==> src/rtl/mem_wb_stage_pkg.sv <==
// Shared definitions for the memory-access stage:
// funct3 access codes, MEM FSM states, byte-enable width.
package mem_wb_stage_pkg;

  localparam int BE_W = 4;

  localparam logic [2:0] F3_LB  = 3'b000;
  localparam logic [2:0] F3_LH  = 3'b001;
  localparam logic [2:0] F3_LW  = 3'b010;
  localparam logic [2:0] F3_LBU = 3'b100;
  localparam logic [2:0] F3_LHU = 3'b101;
  localparam logic [2:0] F3_SB  = 3'b000;
  localparam logic [2:0] F3_SH  = 3'b001;
  localparam logic [2:0] F3_SW  = 3'b010;

  typedef enum logic [0:0] {
    MEM_IDLE = 1'b0,
    MEM_WAIT = 1'b1
  } mem_state_e;

endpackage

==> src/rtl/mem_wb_stage_if.sv <==
// Data-memory request/ready bus.
// master: stage side (req/we/addr/wdata out); slave: memory side.
interface mem_wb_stage_if
  import mem_wb_stage_pkg::*;
#(
  parameter int ADDR_BITS = 32,
  parameter int DATA_BITS = 32
);

  logic                 dm_req;
  logic [BE_W-1:0]      dm_we;
  logic [ADDR_BITS-1:0] dm_addr;
  logic [DATA_BITS-1:0] dm_wdata;
  logic [DATA_BITS-1:0] dm_rdata;
  logic                 dm_ready;

  modport master (
    output dm_req,
    output dm_we,
    output dm_addr,
    output dm_wdata,
    input  dm_rdata,
    input  dm_ready
  );

  modport slave (
    input  dm_req,
    input  dm_we,
    input  dm_addr,
    input  dm_wdata,
    output dm_rdata,
    output dm_ready
  );

endinterface

==> src/rtl/mem_wb_stage_load_align.sv <==
// Load extraction: picks byte/half/word from a read word by
// address offset and funct3, sign- or zero-extends it.
module load_align
  import mem_wb_stage_pkg::*;
(
  input  logic [31:0] rdata,
  input  logic [1:0]  off,
  input  logic [2:0]  funct3,
  output logic [31:0] data
);

  logic [7:0]  b;
  logic [15:0] h;

  assign b = rdata[{off, 3'b000} +: 8];
  assign h = off[1] ? rdata[31:16] : rdata[15:0];

  always_comb begin
    data = '0;
    case (funct3)
      F3_LB:   data = {{24{b[7]}}, b};
      F3_LBU:  data = {24'b0, b};
      F3_LH:   data = {{16{h[15]}}, h};
      F3_LHU:  data = {16'b0, h};
      F3_LW:   data = rdata;
      default: data = '0;
    endcase
  end

endmodule

==> src/rtl/mem_wb_stage.sv <==
// Memory-access stage and MEM/WB register: drives the dm bus,
// stalls on !dm_ready, registers RegWrite/rd/wb_data.
module mem_wb_stage
  import mem_wb_stage_pkg::*;
#(
  parameter int ADDR_BITS = 32,
  parameter int DATA_BITS = 32,
  parameter int REG_ADDR  = 5
) (
  input  logic                 clk,
  input  logic                 rst,
  input  logic                 EXEMEM_RDSrc,
  input  logic                 EXEMEM_MemtoReg,
  input  logic                 EXEMEM_MemRead,
  input  logic                 EXEMEM_MemWrite,
  input  logic                 EXEMEM_RegWrite,
  input  logic [ADDR_BITS-1:0] EXEMEM_pc_to_reg,
  input  logic [DATA_BITS-1:0] EXEMEM_ALU_out,
  input  logic [DATA_BITS-1:0] EXEMEM_rs2_data,
  input  logic [REG_ADDR-1:0]  EXEMEM_rd_addr,
  input  logic [2:0]           EXEMEM_funct3,
  mem_wb_stage_if.master       dm,
  output logic                 mem_stall,
  output logic                 MEMWB_RegWrite,
  output logic [REG_ADDR-1:0]  MEMWB_rd_addr,
  output logic [DATA_BITS-1:0] MEMWB_wb_data
);

  mem_state_e           state;
  mem_state_e           state_nx;
  logic                 access;
  logic [1:0]           off;
  logic [BE_W-1:0]      we;
  logic [DATA_BITS-1:0] wdata;
  logic [DATA_BITS-1:0] ld_data;
  logic [DATA_BITS-1:0] wb_sel;

  assign access = EXEMEM_MemRead | EXEMEM_MemWrite;
  assign off    = EXEMEM_ALU_out[1:0];

  assign dm.dm_req   = access;
  assign dm.dm_addr  = {EXEMEM_ALU_out[ADDR_BITS-1:2], 2'b00};
  assign dm.dm_we    = we;
  assign dm.dm_wdata = wdata;

  assign mem_stall = access & ~dm.dm_ready;

  always_comb begin
    we    = '0;
    wdata = EXEMEM_rs2_data;
    case (EXEMEM_funct3)
      F3_SB: begin
        we    = 4'b0001 << off;
        wdata = {4{EXEMEM_rs2_data[7:0]}};
      end
      F3_SH: begin
        we    = 4'b0011 << {off[1], 1'b0};
        wdata = {2{EXEMEM_rs2_data[15:0]}};
      end
      F3_SW:   we = 4'b1111;
      default: we = '0;
    endcase
    if (!EXEMEM_MemWrite) we = '0;
  end

  load_align u_load_align (
    .rdata  (dm.dm_rdata),
    .off    (off),
    .funct3 (EXEMEM_funct3),
    .data   (ld_data)
  );

  always_comb begin
    wb_sel = EXEMEM_RDSrc ? EXEMEM_pc_to_reg : EXEMEM_ALU_out;
    if (EXEMEM_MemtoReg) wb_sel = ld_data;
  end

  // state only tracks an outstanding access; stall itself is
  // combinational so a ready-first access costs no extra cycle
  always_comb begin
    state_nx = state;
    case (state)
      MEM_IDLE: if (mem_stall) state_nx = MEM_WAIT;
      MEM_WAIT: if (!mem_stall) state_nx = MEM_IDLE;
      default:  state_nx = MEM_IDLE;
    endcase
  end

  always_ff @(posedge clk or negedge rst) begin
    if (!rst) begin
      state <= MEM_IDLE;
    end else begin
      state <= state_nx;
    end
  end

  // a stalled cycle writes a bubble; rd/data hold so the
  // forwarding source stays at the last completed value
  always_ff @(posedge clk or negedge rst) begin
    if (!rst) begin
      MEMWB_RegWrite <= 1'b0;
      MEMWB_rd_addr  <= '0;
      MEMWB_wb_data  <= '0;
    end else if (mem_stall) begin
      MEMWB_RegWrite <= 1'b0;
    end else begin
      MEMWB_RegWrite <= EXEMEM_RegWrite;
      MEMWB_rd_addr  <= EXEMEM_rd_addr;
      MEMWB_wb_data  <= wb_sel;
    end
  end

`ifndef SYNTHESIS
  a_wait_stable: assert property (
    @(posedge clk) disable iff (!rst)
    (state == MEM_WAIT) |->
      ($stable(dm.dm_addr) && $stable(dm.dm_we) &&
       $stable(dm.dm_wdata))
  );
`endif

endmodule
==> src/flat_wrapper.sv <==
// flat-port wrapper written by rule: the top's interface ports become plain ports
module mem_wb_stage_flat import mem_wb_stage_pkg::*;
#(
  parameter int ADDR_BITS = 32,
  parameter int DATA_BITS = 32,
  parameter int REG_ADDR  = 5
)
  (clk, rst, EXEMEM_RDSrc, EXEMEM_MemtoReg, EXEMEM_MemRead, EXEMEM_MemWrite, EXEMEM_RegWrite, EXEMEM_pc_to_reg, EXEMEM_ALU_out, EXEMEM_rs2_data, EXEMEM_rd_addr, EXEMEM_funct3, mem_stall, MEMWB_RegWrite, MEMWB_rd_addr, MEMWB_wb_data, dm_dm_req, dm_dm_we, dm_dm_addr, dm_dm_wdata, dm_dm_rdata, dm_dm_ready);
  mem_wb_stage_if #(.ADDR_BITS(ADDR_BITS), .DATA_BITS(DATA_BITS)) dm_i ();
  input  logic clk;
  input  logic rst;
  input  logic EXEMEM_RDSrc;
  input  logic EXEMEM_MemtoReg;
  input  logic EXEMEM_MemRead;
  input  logic EXEMEM_MemWrite;
  input  logic EXEMEM_RegWrite;
  input  logic [ADDR_BITS-1:0] EXEMEM_pc_to_reg;
  input  logic [DATA_BITS-1:0] EXEMEM_ALU_out;
  input  logic [DATA_BITS-1:0] EXEMEM_rs2_data;
  input  logic [REG_ADDR-1:0] EXEMEM_rd_addr;
  input  logic [2:0] EXEMEM_funct3;
  output logic mem_stall;
  output logic MEMWB_RegWrite;
  output logic [REG_ADDR-1:0] MEMWB_rd_addr;
  output logic [DATA_BITS-1:0] MEMWB_wb_data;
  output wire logic [$bits(dm_i.dm_req)-1:0] dm_dm_req;
  output wire logic [$bits(dm_i.dm_we)-1:0] dm_dm_we;
  output wire logic [$bits(dm_i.dm_addr)-1:0] dm_dm_addr;
  output wire logic [$bits(dm_i.dm_wdata)-1:0] dm_dm_wdata;
  input wire logic [$bits(dm_i.dm_rdata)-1:0] dm_dm_rdata;
  input wire logic [$bits(dm_i.dm_ready)-1:0] dm_dm_ready;
  assign dm_dm_req = dm_i.dm_req;
  assign dm_dm_we = dm_i.dm_we;
  assign dm_dm_addr = dm_i.dm_addr;
  assign dm_dm_wdata = dm_i.dm_wdata;
  assign dm_i.dm_rdata = dm_dm_rdata;
  assign dm_i.dm_ready = dm_dm_ready;
  mem_wb_stage #(.ADDR_BITS(ADDR_BITS), .DATA_BITS(DATA_BITS), .REG_ADDR(REG_ADDR)) u_core (.clk(clk), .rst(rst), .EXEMEM_RDSrc(EXEMEM_RDSrc), .EXEMEM_MemtoReg(EXEMEM_MemtoReg), .EXEMEM_MemRead(EXEMEM_MemRead), .EXEMEM_MemWrite(EXEMEM_MemWrite), .EXEMEM_RegWrite(EXEMEM_RegWrite), .EXEMEM_pc_to_reg(EXEMEM_pc_to_reg), .EXEMEM_ALU_out(EXEMEM_ALU_out), .EXEMEM_rs2_data(EXEMEM_rs2_data), .EXEMEM_rd_addr(EXEMEM_rd_addr), .EXEMEM_funct3(EXEMEM_funct3), .dm(dm_i), .mem_stall(mem_stall), .MEMWB_RegWrite(MEMWB_RegWrite), .MEMWB_rd_addr(MEMWB_rd_addr), .MEMWB_wb_data(MEMWB_wb_data));
endmodule
==> config.mk <==
export PLATFORM = sky130hd
export DESIGN_NAME = mem_wb_stage_flat
export DESIGN_NICKNAME = d
export VERILOG_FILES = /design/src/rtl/mem_wb_stage_pkg.sv /design/src/rtl/mem_wb_stage_if.sv /design/src/rtl/mem_wb_stage_load_align.sv /design/src/rtl/mem_wb_stage.sv /design/src/flat_wrapper.sv
export SDC_FILE = /design/constraint.sdc
export NUM_CORES = 1
export LEC_CHECK = 0
export CELL_PAD_IN_SITES_DETAIL_PLACEMENT = 1
export CELL_PAD_IN_SITES_GLOBAL_PLACEMENT = 1
export CORE_UTILIZATION = 22
export CTS_BUF_LIST = sky130_fd_sc_hd__clkbuf_8
export CTS_CLUSTER_DIAMETER = 30
export DETAILED_ROUTE_END_ITERATION = 12
export PLACE_DENSITY_LB_ADDON = 0.1
export SYNTH_ARGS = -nofsm -noshare
export SYNTH_HDL_FRONTEND = slang
export SYNTH_SLANG_ARGS = --single-unit
==> constraint.sdc <==
create_clock -name clk -period 1.25 [get_ports clk]
set_input_delay 0.1875 -clock clk [delete_from_list [all_inputs] [get_ports clk]]
set_output_delay 0.1875 -clock clk [all_outputs]
set_load 0.02 [all_outputs]
# Word-level counts from Yosys, hierarchy flattened
# Index checks and enable logic that the tools add are counted.
# W data, S select, Z words.
# word_totals
regBits	38
in_bits	144
out_inout_bits	108
word_cells	22
# classes
n_eq_ne	4
shifts	3
n_mux	8
n_bitwise	3
n_reduce_logical	1
# op_table
operator	n
$pmux W32 S5	1
$mux W32	2
$pmux W32 S2	1
$shiftx A32 B6 Y8	1
$mux W16	1
$pmux W4 S3	1
$eq A3 B3 Y1 const B	2
$mux W4	1
$shl A1 B2 Y4 const A	1
$shl A2 B2 Y4 const A	1
$eq A3 B1 Y1 const B	1
$eq A3 B2 Y1 const B	1
$logic_not A3 Y1	1
$and A1 B1 Y1	1
$mux W1	1
$not A1 Y1	1
$or A1 B1 Y1	1

# Depth between registers and ports, before layout
# depth
word_depth	3
mapped_depth	7
depth_no_buf	4

# Hierarchy
# Synthesis repeated with hierarchy kept, for this count alone.
# unflattened
hier_cells	399
area_unflattened_um2	3776.1
# by_module_without_submodules
mod	instances	cells_each	area_per_inst_um2	seq_area_each_um2
mem_wb_stage	1	290	2964.1	950.9
load_align	1	109	812.0	0.0

# Worst setup path after synthesis
# Ideal clock, no wire load.
# synth_path
path_type	input to output
from	input port EXEMEM_funct3[1]
to	output port dm_dm_wdata[27]
t_arrival_ns	1.304
t_required_ns	1.062
setup_slack_ns	-0.242
path_stages	5
path_buffers	2
cell_sequence	buf_2 -> nor2_2 -> clkbuf_1 -> nor2_1 -> a21oi_1
# synth_between
elab_chain_cells	2
elab_cells_between_ends	3
cone_classes	eq/ne (1); mux (1); reduce/logical (1)
# synth_lines
element	line_no	source
start: declaration	flat_wrapper.sv:21	input logic [2:0] EXEMEM_funct3;
$eq A3 B1 Y1 / $logic_not A3 Y1 (equally long branches)	mem_wb_stage.sv:51	case (EXEMEM_funct3)
$pmux W32 S2 *	mem_wb_stage.sv:51	
end: declaration	flat_wrapper.sv:29	output wire logic [$bits(dm_i.dm_wdata)-1:0] dm_dm_wdata;
# Mark *: on every way between the ends. The rest lies on a longest branch, timed or not.

# Worst setup path in the final report
# layout_path
from	input port EXEMEM_funct3[1]
to	output port dm_dm_wdata[9]
# Same word-level chain as after synthesis.

==> results.py <==
metrics = {
    "worst_setup_path": {
        "arrival_ps": 1160,
        "end_kind": "primary output",
        "path_max_fanout": 8,
        "crit_type": "input port to primary output",
        "cp-start-kind": "input port",
        "required_ps": 1060,
    },
    "die": {
        "die_w_um": 127,
        "die_h_um": 127,
        "die_area_sq_mm": 0.0160,
        "placeableCoreArea_sq_mm": 0.0152,
        "rows": 45,
        "io_pins": 252,
        "initial_core_util": 0.225,
    },
    "synth": {
        "synth_top_family_by_area": "multiplexers",
        "syn-instance-count": 386,
        "synthMuxAreaShare": 0.253,
        "ys_warn_count": 0,
        "synth-compound-area-share": 0.228,
        "yosysSeqAreaShare": 0.278,
        "syn_avg_cell_area_sq_um": 8.86,
        "synthesis.area_sq_mm": 0.00342,
        "synth_adder_area_share": 0,
        "yosysUniqueCellTypes": 30,
        "synth_simple_gate_area_share": 0.0999,
        "yosys.area_share.xor_xnor": 0,
        "ys_ff_latch": 38,
    },
    "drt": {
        "drc": 0,
        "vias": 4107,
        "drt_iter0_drc": 146,
        "drt_first_pass_iters": 4,
        "final_antenna_net_count": 0,
        "viasPerCell": 4.72,
        "wl_um": 15800,
        "wl_per_cell_um": 18.2,
    },
    "status": {
        "status": "finished, violations left",
        "violations": "negative setup slack",
    },
    "clock_network": {
        "clkTransAtPathRegs_ps": 80,
        "clockBufferDepth": 2,
        "clock_sinks": 38,
        "root_buffer": "clkbuf_8",
        "cts_tree": "yes",
        "cts_made_buffers": 5,
        "h-tree-depth": 2,
        "clock_latency_ps": 300,
    },
    "sta": {
        "worst_pin_slew_ps": 503,
        "slew_violations": 0,
        "setup_viol": 17,
        "fin_tns_setup_ps": -1100,
        "skew_ps": 0,
        "period_needed_ps": 1340,
        "period_share": 1.08,
        "slew_headroom": 0.664,
        "fin_ws_ps": -94.8,
        "fmaxAchievable_mhz": 744,
        "rsz0062_at_grt": "true",
        "hold_violations": 0,
    },
    "placement": {
        "gp_congestion": 0.750,
        "port_buffers": 249,
        "hpwlAfterDp_um": 12000,
    },
    "pwr": {
        "power.leakage_uw": 0.00333,
        "power_density_mw_per_mm2": 721,
        "power_uw": 5110,
        "irDropWorstVdd_mv": 0.294,
    },
    "global_routing": {
        "grt_overflow_total": 0,
        "antenna_found_initial": 1,
        "grt_pass1_wl_um": 24000,
        "grt_pass1_vias": 4375,
        "grt_usage": 0.192,
        "grt_max_degree": 39,
    },
    "cells_and_area": {
        "num_antenna_cells": 0,
        "fill_cells": 1717,
        "syn2layout_area_growth_pct": 107,
        "drive_gt1_frac": 0.359,
        "final_nets": 826,
    },
    "hold_path": {
        "hold_path.class": "input port to flip-flop",
    },
    "flow_run": {
        "drv_cap": 0,
    },
}
-- power by group --
group | switching, uW | total [uW] | internal (uW)
logic | 1270 | 2690 | 1420
clock network | 509 | 954 | 445
registers | 81.2 | 1460 | 1380
-- final cells by class --
cell class,count,area (sq um),area share
Clock buffer,6,82.6,0.0116
Timing Repair Buffer,358,3530,0.498
Sequential cell,38,951,0.134
Inverter,3,16.3,0.00229
Multi-Input combinational cell,276,2260,0.319
Clock inverter,2,12.5,0.00176
Tap cell,188,235,0.0332
-- what timing repair did --
| action | 4_1_cts | 5_1_grt |
|---|---|---|
| endpoints found under the setup margin | 144 | 67 |
| setup buffers | 13 | 15 |
| cloned | 5 | 2 |
| hold buffers | 1 | 0 |
| gates resized for setup | 353 | 49 |
| endpoints found under the hold margin | 38 | 0 |
| pin swaps | 13 | 24 |
-- per-stage QoR --
stage                     utilization  hold slack (ps)  cell area (sq um)  worst slack [ps]  cells
after floorplan                     -             -108               3530              -128    387
final                           0.466              173               7090             -94.8    871
after CTS                       0.450              206               6830              -165    856
after global placement          0.426              180               6480              -925    830
after global routing            0.466              206               7090              -120    871
after detailed placement        0.426              187               6480              -979    830
-- sequential cells by signal, indices dropped and copies added, names as in the netlist --
name	count
u_core.MEMWB_wb_data	32
u_core.MEMWB_rd_addr	5
u_core.MEMWB_RegWrite	1
-- synth_stat cells --
cell type / number / area share
o22ai_1: 23 / 0.042
o211ai_1: 10 / 0.022
o21bai_2: 1 / 0.0033
conb_1: 1 / 0.0011
buf_6: 5 / 0.016
inv_1: 3 / 0.0033
buf_2: 12 / 0.018
a221oi_1: 6 / 0.015
nor3_2: 2 / 0.0059
buf_1: 1 / 0.0011
mux2i_1: 39 / 0.11
a21oi_1: 51 / 0.075
mux4_2: 1 / 0.0066
a221oi_2: 9 / 0.040
or2_2: 1 / 0.0018
mux2_2: 40 / 0.13
a222oi_1: 1 / 0.0029
or3_1: 9 / 0.016
o21ai_0: 19 / 0.028
nand2_4: 1 / 0.0033
nor2b_1: 1 / 0.0018
nand2b_1: 1 / 0.0018
clkbuf_1: 11 / 0.012
nand3b_1: 1 / 0.0022
dfrtp_1: 38 / 0.28
buf_4: 41 / 0.090
nor2_2: 1 / 0.0018
and2_1: 3 / 0.0055
nor2_1: 13 / 0.014
nand2_1: 41 / 0.045
-- logic make-up after synthesis --
| kind of cell | count (synthesis) |
|---|---|
| AO/OA/AOI/OAI | 120 |
| multiplexers | 80 |
| AND/OR/NAND/NOR | 74 |
| buffers and inverters | 73 |
| flip-flops | 38 |
| other | 1 |
-- cell usage in the layout, fill, tap and decap left out, types with 3 or more instances in the layout --
| master | n |
|---|---|
| mux2_2 | 21 |
| a221oi_4 | 3 |
| buf_12 | 13 |
| or3_1 | 8 |
| a21oi_1 | 38 |
| o211ai_1 | 10 |
| nor2_1 | 12 |
| dfrtp_1 | 38 |
| buf_2 | 6 |
| clkdlybuf4s50_1 | 110 |
| clkbuf_8 | 6 |
| buf_4 | 85 |
| mux2_4 | 19 |
| a21oi_2 | 12 |
| mux2i_1 | 38 |
| o22ai_1 | 22 |
| o21ai_0 | 14 |
| buf_8 | 4 |
| a221oi_2 | 12 |
| buf_6 | 37 |
| o21ai_1 | 4 |
| dlymetal6s2s_1 | 11 |
| dlygate4sd2_1 | 81 |
| nand2_1 | 39 |
| clkdlybuf4s15_1 | 5 |
-- critical path, cell delays in order --
cell    delay [ps]
buf_8          110
nor3_4         210
buf_6          190
mux2_4         320
buf_6          130
-- layer usage --
layer	global-route usage	up-vias	wire [um]
li1	-	1977	-
met5	0	-	11
met3	0.0358	10	830
met4	0.0392	2	140
met1	0.237	1988	6770
met2	0.348	130	8060
-- path summary, 6_finish.rpt --
kind	start	endpoint	slack, ps	cells past startpoint
worst max-delay path	EXEMEM_funct3[1]	dm_dm_wdata[9]	-90	5
worst min-delay path	dm_dm_rdata[31]	u_core.MEMWB_wb_data[31]$_DFFE_PN0N_	170	3
worst max register to register	u_core.MEMWB_wb_data[3]$_DFFE_PN0N_	u_core.MEMWB_wb_data[3]$_DFFE_PN0N_	480	2
worst min register to register	u_core.MEMWB_rd_addr[4]$_DFFE_PN0N_	u_core.MEMWB_rd_addr[4]$_DFFE_PN0N_	470	2
max in group asynchronous	rst	u_core.MEMWB_wb_data[5]$_DFFE_PN0N_	640	3
min in group asynchronous	rst	u_core.MEMWB_wb_data[11]$_DFFE_PN0N_	380	3
No activity file was read; power rests on OpenSTA's default activity.
